--- src/rtl/dual_countdown_pkg.sv ---
// Shared types and defaults for the dual countdown timer.
// The top-level timer and each of its channels import this package.
package dual_countdown_pkg;

    typedef enum logic [1:0] {
        IDLE    = 2'd0,
        COUNT   = 2'd1,
        EXPIRED = 2'd2
    } chan_state_t;

    localparam int DEFAULT_WIDTH = 64;

endpackage

--- src/rtl/countdown_channel.sv ---
// One countdown channel: load/ack/count priority, one-shot or auto-reload.
// The count, the done pulse and the busy/expired flags all come straight from flops.
module countdown_channel
    import dual_countdown_pkg::*;
#(
    parameter int WIDTH = DEFAULT_WIDTH
) (
    input  logic             clk_i,
    input  logic             rst_ni,
    input  logic             load_en_i,
    input  logic             ack_en_i,
    input  logic             en_i,
    input  logic [WIDTH-1:0] load_val_i,
    input  logic             mode_i,
    output logic [WIDTH-1:0] cnt_o,
    output logic             done_o,
    output logic             busy_o,
    output logic             expired_o
);

    localparam logic [WIDTH-1:0] ONE = {{(WIDTH-1){1'b0}}, 1'b1};

    logic [WIDTH-1:0] cnt_q, cnt_d;
    logic [WIDTH-1:0] reload_q, reload_d;
    logic             mode_q, mode_d;
    logic             done_q, done_d;
    logic             busy_q, expired_q;
    chan_state_t      st_q, st_d;

    // Next-state: load beats ack, ack beats count; done is high only on the expiry step.
    always_comb begin
        cnt_d    = cnt_q;
        reload_d = reload_q;
        mode_d   = mode_q;
        st_d     = st_q;
        done_d   = 1'b0;
        if (load_en_i) begin
            cnt_d    = load_val_i;
            reload_d = load_val_i;
            mode_d   = mode_i;
            st_d     = (load_val_i != '0) ? COUNT : IDLE;
        end else if (ack_en_i && (st_q == EXPIRED)) begin
            st_d = IDLE;
        end else if ((st_q == COUNT) && en_i) begin
            if (cnt_q > ONE) begin
                cnt_d = cnt_q - ONE;
            end else if (cnt_q == ONE) begin
                done_d = 1'b1;
                if (mode_q) begin
                    cnt_d = reload_q;
                end else begin
                    cnt_d = '0;
                    st_d  = EXPIRED;
                end
            end else begin
                // A zero count while counting cannot be reached; drop to IDLE instead of wrapping.
                st_d = IDLE;
            end
        end else begin
            st_d = st_q;
        end
    end

    // Channel state registers, flag outputs decoded from the next state.
    always_ff @(posedge clk_i or negedge rst_ni) begin
        if (!rst_ni) begin
            cnt_q     <= '0;
            reload_q  <= '0;
            mode_q    <= 1'b0;
            st_q      <= IDLE;
            done_q    <= 1'b0;
            busy_q    <= 1'b0;
            expired_q <= 1'b0;
        end else begin
            cnt_q     <= cnt_d;
            reload_q  <= reload_d;
            mode_q    <= mode_d;
            st_q      <= st_d;
            done_q    <= done_d;
            busy_q    <= (st_d == COUNT);
            expired_q <= (st_d == EXPIRED);
        end
    end

    assign cnt_o     = cnt_q;
    assign done_o    = done_q;
    assign busy_o    = busy_q;
    assign expired_o = expired_q;

endmodule

--- src/rtl/dual_countdown_timer.sv ---
// Dual-channel programmable down-counter; slt steers load/ack to one channel.
// En is global, so both channels count together while it is high.
module dual_countdown_timer
    import dual_countdown_pkg::*;
#(
    parameter int WIDTH = DEFAULT_WIDTH
) (
    input  logic             clk,
    input  logic             reset,
    input  logic             slt,
    input  logic             En,
    input  logic             load,
    input  logic [WIDTH-1:0] load_val,
    input  logic             mode,
    input  logic             ack,
    output logic [WIDTH-1:0] Output0,
    output logic [WIDTH-1:0] Output1,
    output logic             done0,
    output logic             done1,
    output logic             busy0,
    output logic             busy1,
    output logic             expired0,
    output logic             expired1
);

    logic load0_s, load1_s, ack0_s, ack1_s;

    assign load0_s = load & ~slt;
    assign load1_s = load &  slt;
    assign ack0_s  = ack  & ~slt;
    assign ack1_s  = ack  &  slt;

    countdown_channel #(.WIDTH(WIDTH)) u_ch0 (
        .clk_i      (clk),
        .rst_ni     (reset),
        .load_en_i  (load0_s),
        .ack_en_i   (ack0_s),
        .en_i       (En),
        .load_val_i (load_val),
        .mode_i     (mode),
        .cnt_o      (Output0),
        .done_o     (done0),
        .busy_o     (busy0),
        .expired_o  (expired0)
    );

    countdown_channel #(.WIDTH(WIDTH)) u_ch1 (
        .clk_i      (clk),
        .rst_ni     (reset),
        .load_en_i  (load1_s),
        .ack_en_i   (ack1_s),
        .en_i       (En),
        .load_val_i (load_val),
        .mode_i     (mode),
        .cnt_o      (Output1),
        .done_o     (done1),
        .busy_o     (busy1),
        .expired_o  (expired1)
    );

endmodule

--- config.mk ---
export PLATFORM = sky130hd
export DESIGN_NAME = dual_countdown_timer
export DESIGN_NICKNAME = d
export VERILOG_FILES = /design/src/rtl/dual_countdown_pkg.sv /design/src/rtl/countdown_channel.sv /design/src/rtl/dual_countdown_timer.sv
export SDC_FILE = /design/constraint.sdc
export NUM_CORES = 1
export LEC_CHECK = 0
export CORE_AREA = 2 2 176 178
export DETAILED_ROUTE_END_ITERATION = 16
export DIE_AREA = 0 0 178 180
export PLACE_DENSITY = 0.84
export SKIP_CTS_REPAIR_TIMING = 1
export SLEW_MARGIN = 5
export SYNTH_ARGS = -nofsm -noshare
export SYNTH_HDL_FRONTEND = slang
export SYNTH_SLANG_ARGS = --single-unit
--- constraint.sdc ---
create_clock -name clk -period 3 [get_ports clk]
set_input_delay 0.75 -clock clk [delete_from_list [all_inputs] [get_ports clk]]
set_output_delay 0.75 -clock clk [all_outputs]
set_load 0.01 [all_outputs]
# After elaboration in Yosys (flattened, before gate mapping)
# Index checks and enable logic that the tools add are counted.
[word_totals]
ff_bits = 268
inputBits = 71
out_inout_bits = 134
wordCells = 81
[classes]
addsub = 2
order_cmp = 2
n_eq_ne = 12
muxes = 35
bitwise_logic = 5
reduce_logical = 11
[op_table]
columns = ["op", "n"]
rows = [
  ["64-bit 2-to-1 mux", 12],
  ["64-bit by 1-bit equality test with 1-bit output, second input constant", 2],
  ["64-bit by 1-bit > comparator with 1-bit output, second input constant", 2],
  ["64-bit by 1-bit subtractor with 64-bit output, second input constant", 2],
  ["64-bit nonzero test", 1],
  ["2-bit 2-to-1 mux", 12],
  ["1-bit 2-to-1 mux", 11],
  ["2-bit by 1-bit equality test with 1-bit output, second input constant", 4],
  ["2-bit equality test, second input constant", 4],
  ["3-bit AND reduction", 2],
  ["3-bit nonzero test", 2],
  ["1-bit AND", 4],
  ["1-bit logical AND", 4],
  ["2-bit != test, second input constant", 2],
  ["2-bit nonzero test", 2],
  ["1-bit inverter", 1],
]

# Longest topological paths before layout
[logic_depth]
word_depth = 7
ltp_mapped = 11
ltp_nobuf = 9

# Cells and area by module
# Synthesis repeated with hierarchy kept, for this count alone.
[unflattened]
hier_cells = 1678
area_unflattened_um2 = 15324.7
[modules_own_cells]
columns = ["module", "n_inst", "cells_per_inst", "area_each_um2", "seq_area_each_um2"]
rows = [
  ["countdown_channel at u_ch0", 1, 855, 7757.4, 3353.2],
  ["countdown_channel at u_ch1", 1, 819, 7542.2, 3353.2],
  ["dual_countdown_timer", 1, 4, 25.0, 0.0],
]

# Least setup slack after synthesis
# No wires, ideal clock.
[synth_timing]
path_kind = "register to register"
start = "reg u_ch1.cnt_q[0], in the netlist u_ch1.cnt_o[0]"
end = "reg u_ch1.cnt_q[62], in the netlist u_ch1.cnt_o[62]"
setup_time_ns = 0.096
arrival_time_ns = 3.018
required_time_ns = 2.904
path_slack_ns = -0.113
stages_incl_launch_ff = 12
path_buffers = 2
synth_period_minus_slack_ns = 3.113
path_cell_list = "dfrtp_1 inv_1 ha_1 or3b_2 buf_2 or4_1 clkbuf_1 nor4_1 nand2_1 o21ai_0 a21oi_1 o31ai_1"
[synth_between]
elab_chain_len = 5
elab_cells_between_ends = 9
classes_between = "add/sub (1); order compare (1); eq/ne (1); mux (4); reduce/logical (2)"
[synth_rtl]
columns = ["element", "line", "text"]
rows = [
  ["start: declaration", "countdown_channel.sv:23", "logic [WIDTH-1:0] cnt_q, cnt_d;"],
  ["start signal: assignment", "countdown_channel.sv:75", "cnt_q <= cnt_d;"],
  ["64-bit by 1-bit subtractor with 64-bit output or 64-bit by 1-bit > comparator with 1-bit output (tied branches)", "countdown_channel.sv:46, countdown_channel.sv:45", ""],
  ["64-bit 2-to-1 mux", "countdown_channel.sv:45", "if (cnt_q > ONE) begin"],
  ["64-bit 2-to-1 mux", "countdown_channel.sv:44", "end else if ((st_q == COUNT) && en_i) begin"],
  ["64-bit 2-to-1 mux", "countdown_channel.sv:42", "end else if (ack_en_i && (st_q == EXPIRED)) begin"],
  ["64-bit 2-to-1 mux", "countdown_channel.sv:37", "if (load_en_i) begin"],
]
# Parallel ways exist; a longest one is shown, timed or not. The select of a mux whose other input is x is not followed.
# A chain may end at the register's enable or synchronous reset.

# Worst setup path in the final report
[layout_timing]
start = "reg u_ch1.cnt_q[7], in the netlist u_ch1.cnt_o[7]"
end = "reg u_ch1.cnt_q[53], in the netlist u_ch1.cnt_o[53]"
# Same word-level chain as after synthesis.

==> key figures <==
Clock network
  • H-tree Lvls: 1
  • Clock root buffer: clkbuf_16
  • Clk_lat worst skew: 0.58 ns
  • CTS tree: yes
  • CTS clk-pin slew, worst paths: approximately 0.060 ns
  • CTS buffer count: 29
  • Clock sinks: roughly 270
  • CTS max path bufs: 3

Timing
  • Relative slew slack: 0.5020
  • Slew @ Worst Pin: approximately 0.74 ns
  • Final setup TNS: 0 ns
  • Final setup violation count: 0
  • F_max: 334.4 MHz
  • Unrepaired setup endpoints after global routing: true
  • Setup Skew: 0.02759 ns
  • Min Tclk post-route: between 2 and 3 ns
  • Final hold vios: 0
  • Post-route clock period utilization: 0.9969
  • Slew Limit Fails: 0

Finish
  • N_diodes: 0
  • Final net count: 2268
  • Sequential Area: 6710 um^2
  • Area grow syn2layout: 38.90%
  • Util after Layout: 0.6833
  • Share of cells above drive strength 1: 0.1773
  • Fillers: 2337
  • Multi-input logic area: 7805 um^2

Route
  • DR top layer: met4
  • # DRC: 0
  • Via-per-instance ratio: roughly 6.4
  • Met2 wire len: around 26000 um
  • Initial drt markers: approximately 2500
  • Initial DRT Pass Iterations: 7
  • M1 WL: approximately 24000 um
  • Via count: 16700
  • Detailed Route WL: 59720 um
  • ANT nets after route: 0
  • Per-cell routed wire length: 22.86 um
  • Routed length on met3: 7116 um

GRT
  • Overall Global Routing Usage: 0.3590
  • GRT Residual Overflow: 0
  • Vias in the first global route: ~15000
  • Largest net degree at the start of global routing: 85
  • Initial antenna violation count: 0
  • First-pass GRT wire length: 89650 um

Synth
  • Dominant synthesized flop cell: dfrtp_1
  • Synthesized cell area: about 15000 um^2
  • Net Count, Synth: approximately 1900
  • Flop and latch count out of synthesis: about 270
  • Synth top area share: 0.4516
  • Synth area leader: dfrtp_1
  • Top cells by count, synth: nand2_1, dfrtp_1, nor2_1
  • EDFF count, synth: 0
  • Ranking of synthesized cells by area: dfrtp_1, nand2_1, nor2_1
  • Seq/Total Area, Yosys: 0.4516
  • Synthesized instance count: 1804
  • Fraction of registers with async set/reset: 1.000
  • Synth warnings: 0
  • Average cell area after synthesis: 8.232 um^2
  • Count leader, synth: nand2_1
  • Synth unique cells: 74

Setup path
  • R2R setup slack: approximately 0.0094 ns
  • Setup crit end kind: flop
  • Worst reg2reg startpoint: u_ch1.cnt_o[7]
  • Crit path from: u_ch1.cnt_o[7]
  • Required time worst endpoint: about 3.5 ns
  • Crit path capture: u_ch1.cnt_o[53]
  • Setup crit start kind: flop
  • Reg2reg end: u_ch1.cnt_o[53]
  • Crit-path max FO: 10
  • Worst Setup Path Type: flop to flop
  • CP arrival: 3.46 ns
  • Cells on worst reg2reg path: 7

Power and ir drop
  • Switching share of power: 0.3257
  • NetSw: 4126 uW
  • Sequential Power Share: 0.369
  • PD cells: between 600 and 700 nW/um^2
  • Pint: 8542 uW
  • Comb power frac: 0.304
  • Peak VDD IR: 0.5415 mV
  • Leakage: about 0.0090 uW
  • Clock share of power: 0.327

Placed design
  • IO Port Bufs: around 200
  • Hpwl dp: between 40000 and 50000 um
  • GP Congestion: 1.036

Run status
  • Status: completed

Floorplan
  • Core area: about 30000 um^2
  • Initial Util: 0.4919
  • Die width: 178 um
  • Die height: around 180 um
  • Placement Rows: 64
  • Die area: around 32000 um^2
  • IO Count: 205

Job
  • Max-cap violations: 0

Min path
  • Worst Hold Class: input port to async pin
[cell type report]
class / count / share of cell area
multi-input cells: 1400 / 0.3784
flip-flops and latches: 268 / 0.3253
repair buffers: 479 / 0.2167
clock buffers: 35 / 0.03773
well taps: 396 / 0.02402
clock inverters: 19 / 0.01516
inverters: 15 / 0.002730
[logic make-up after synthesis]
kind of cell | synth area share
AO/OA/AOI/OAI | 0.1840
XOR/XNOR | 0.03539
adder cells (fa/ha/maj) | 0.003370
buffers and inverters | 0.03808
flip-flops | 0.4516
multiplexers | 0.0006741
AND/OR/NAND/NOR | 0.2869
[sequential cells by signal, indices dropped and copies added (netlist names)]
| name | cells |
|---|---|
| u_ch0.busy_o | 1 |
| u_ch0.cnt_o | 64 |
| u_ch0.done_o | 1 |
| u_ch0.expired_o | 1 |
| u_ch0.mode_q | 1 |
| u_ch0.reload_q | 64 |
| u_ch0.st_q | 2 |
| u_ch1.busy_o | 1 |
| u_ch1.cnt_o | 64 |
| u_ch1.done_o | 1 |
| u_ch1.expired_o | 1 |
| u_ch1.mode_q | 1 |
| u_ch1.reload_q | 64 |
| u_ch1.st_q | 2 |
[per-layer routing]
| metal | vias to the layer above | GRT usage |
|---|---|---|
| met5 | - | 0 |
| met4 | 0 | 0.1338 |
| met3 | 198 | 0.06789 |
| met2 | 1223 | 0.5326 |
| met1 | 8010 | 0.5216 |
| li1 | 7264 | - |
[worst min-delay path by stage]
stage,startpoint,end,slack [ns],cells after the start
finish,reset,u_ch0.reload_q[53],0.15,1
global route,reset,u_ch0.reload_q[53],0.19,1
CTS,reset,u_ch0.reload_q[53],0.17,1
detailed placement,u_ch0.reload_q[4],u_ch0.reload_q[4],0.46,2
global placement,u_ch0.reload_q[6],u_ch0.reload_q[6],0.45,2
floorplan,u_ch1.reload_q[48],u_ch1.reload_q[48],0.44,2
[critical path, cell delays in order, from the launching register on]
cell	delay (ns)
dfrtp_2	0.40
or4_4	0.56
or4_4	0.55
or4_4	0.55
or3_4	0.39
a211oi_2	0.19
a21oi_1	0.08
o31ai_2	0.17
[layout by cell type (no fill, tap or decap), types with 13 or more instances in the layout]
| master | instances |
|---|---|
| inv_1 | 15 |
| nor4_1 | 63 |
| o211ai_1 | 35 |
| nand2_1 | 459 |
| nor2_1 | 134 |
| clkdlybuf4s50_1 | 203 |
| o31ai_1 | 17 |
| or4_1 | 17 |
| a21oi_1 | 74 |
| buf_12 | 20 |
| o21ai_1 | 13 |
| and3_1 | 21 |
| xor2_1 | 19 |
| a31oi_1 | 47 |
| o21ai_0 | 90 |
| nand4_1 | 22 |
| dfrtp_1 | 265 |
| or3_1 | 20 |
| buf_4 | 240 |
| clkbuf_16 | 33 |
| nand3_1 | 47 |
| xnor2_1 | 41 |
| nor3_1 | 57 |
[power by group through the flow]
stage / Combinational [uW] / Clock, uW / Sequential [uW]
4_1_cts: 3730 / 4140 / 4650
2_1_floorplan: 1370 / 0 / 4900
3_3_place_gp: 3630 / 0 / 4680
3_5_place_dp: 3700 / 0 / 4700
5_1_grt: 4110 / 4310 / 4740
6_report: 3850 / 4140 / 4680
[metrics by stage]
stage / hold WS (ns) / power, uW / setup slack [ns] / std cells / cell area [um^2]
final: 0.1504 / 12670 / 0.009398 / 2612 / 20630
after CTS: 0.1710 / 12520 / -0.08618 / 2596 / 20230
after global placement: 0.4508 / 8311 / -0.02069 / 2542 / 19140
after detailed placement: 0.4554 / 8401 / -0.06696 / 2542 / 19140
after global routing: 0.1851 / 13160 / -0.04141 / 2612 / 20630
after floorplan: 0.4374 / 6265 / -0.008940 / 1804 / 14880
(Power assumes the default switching activity.)
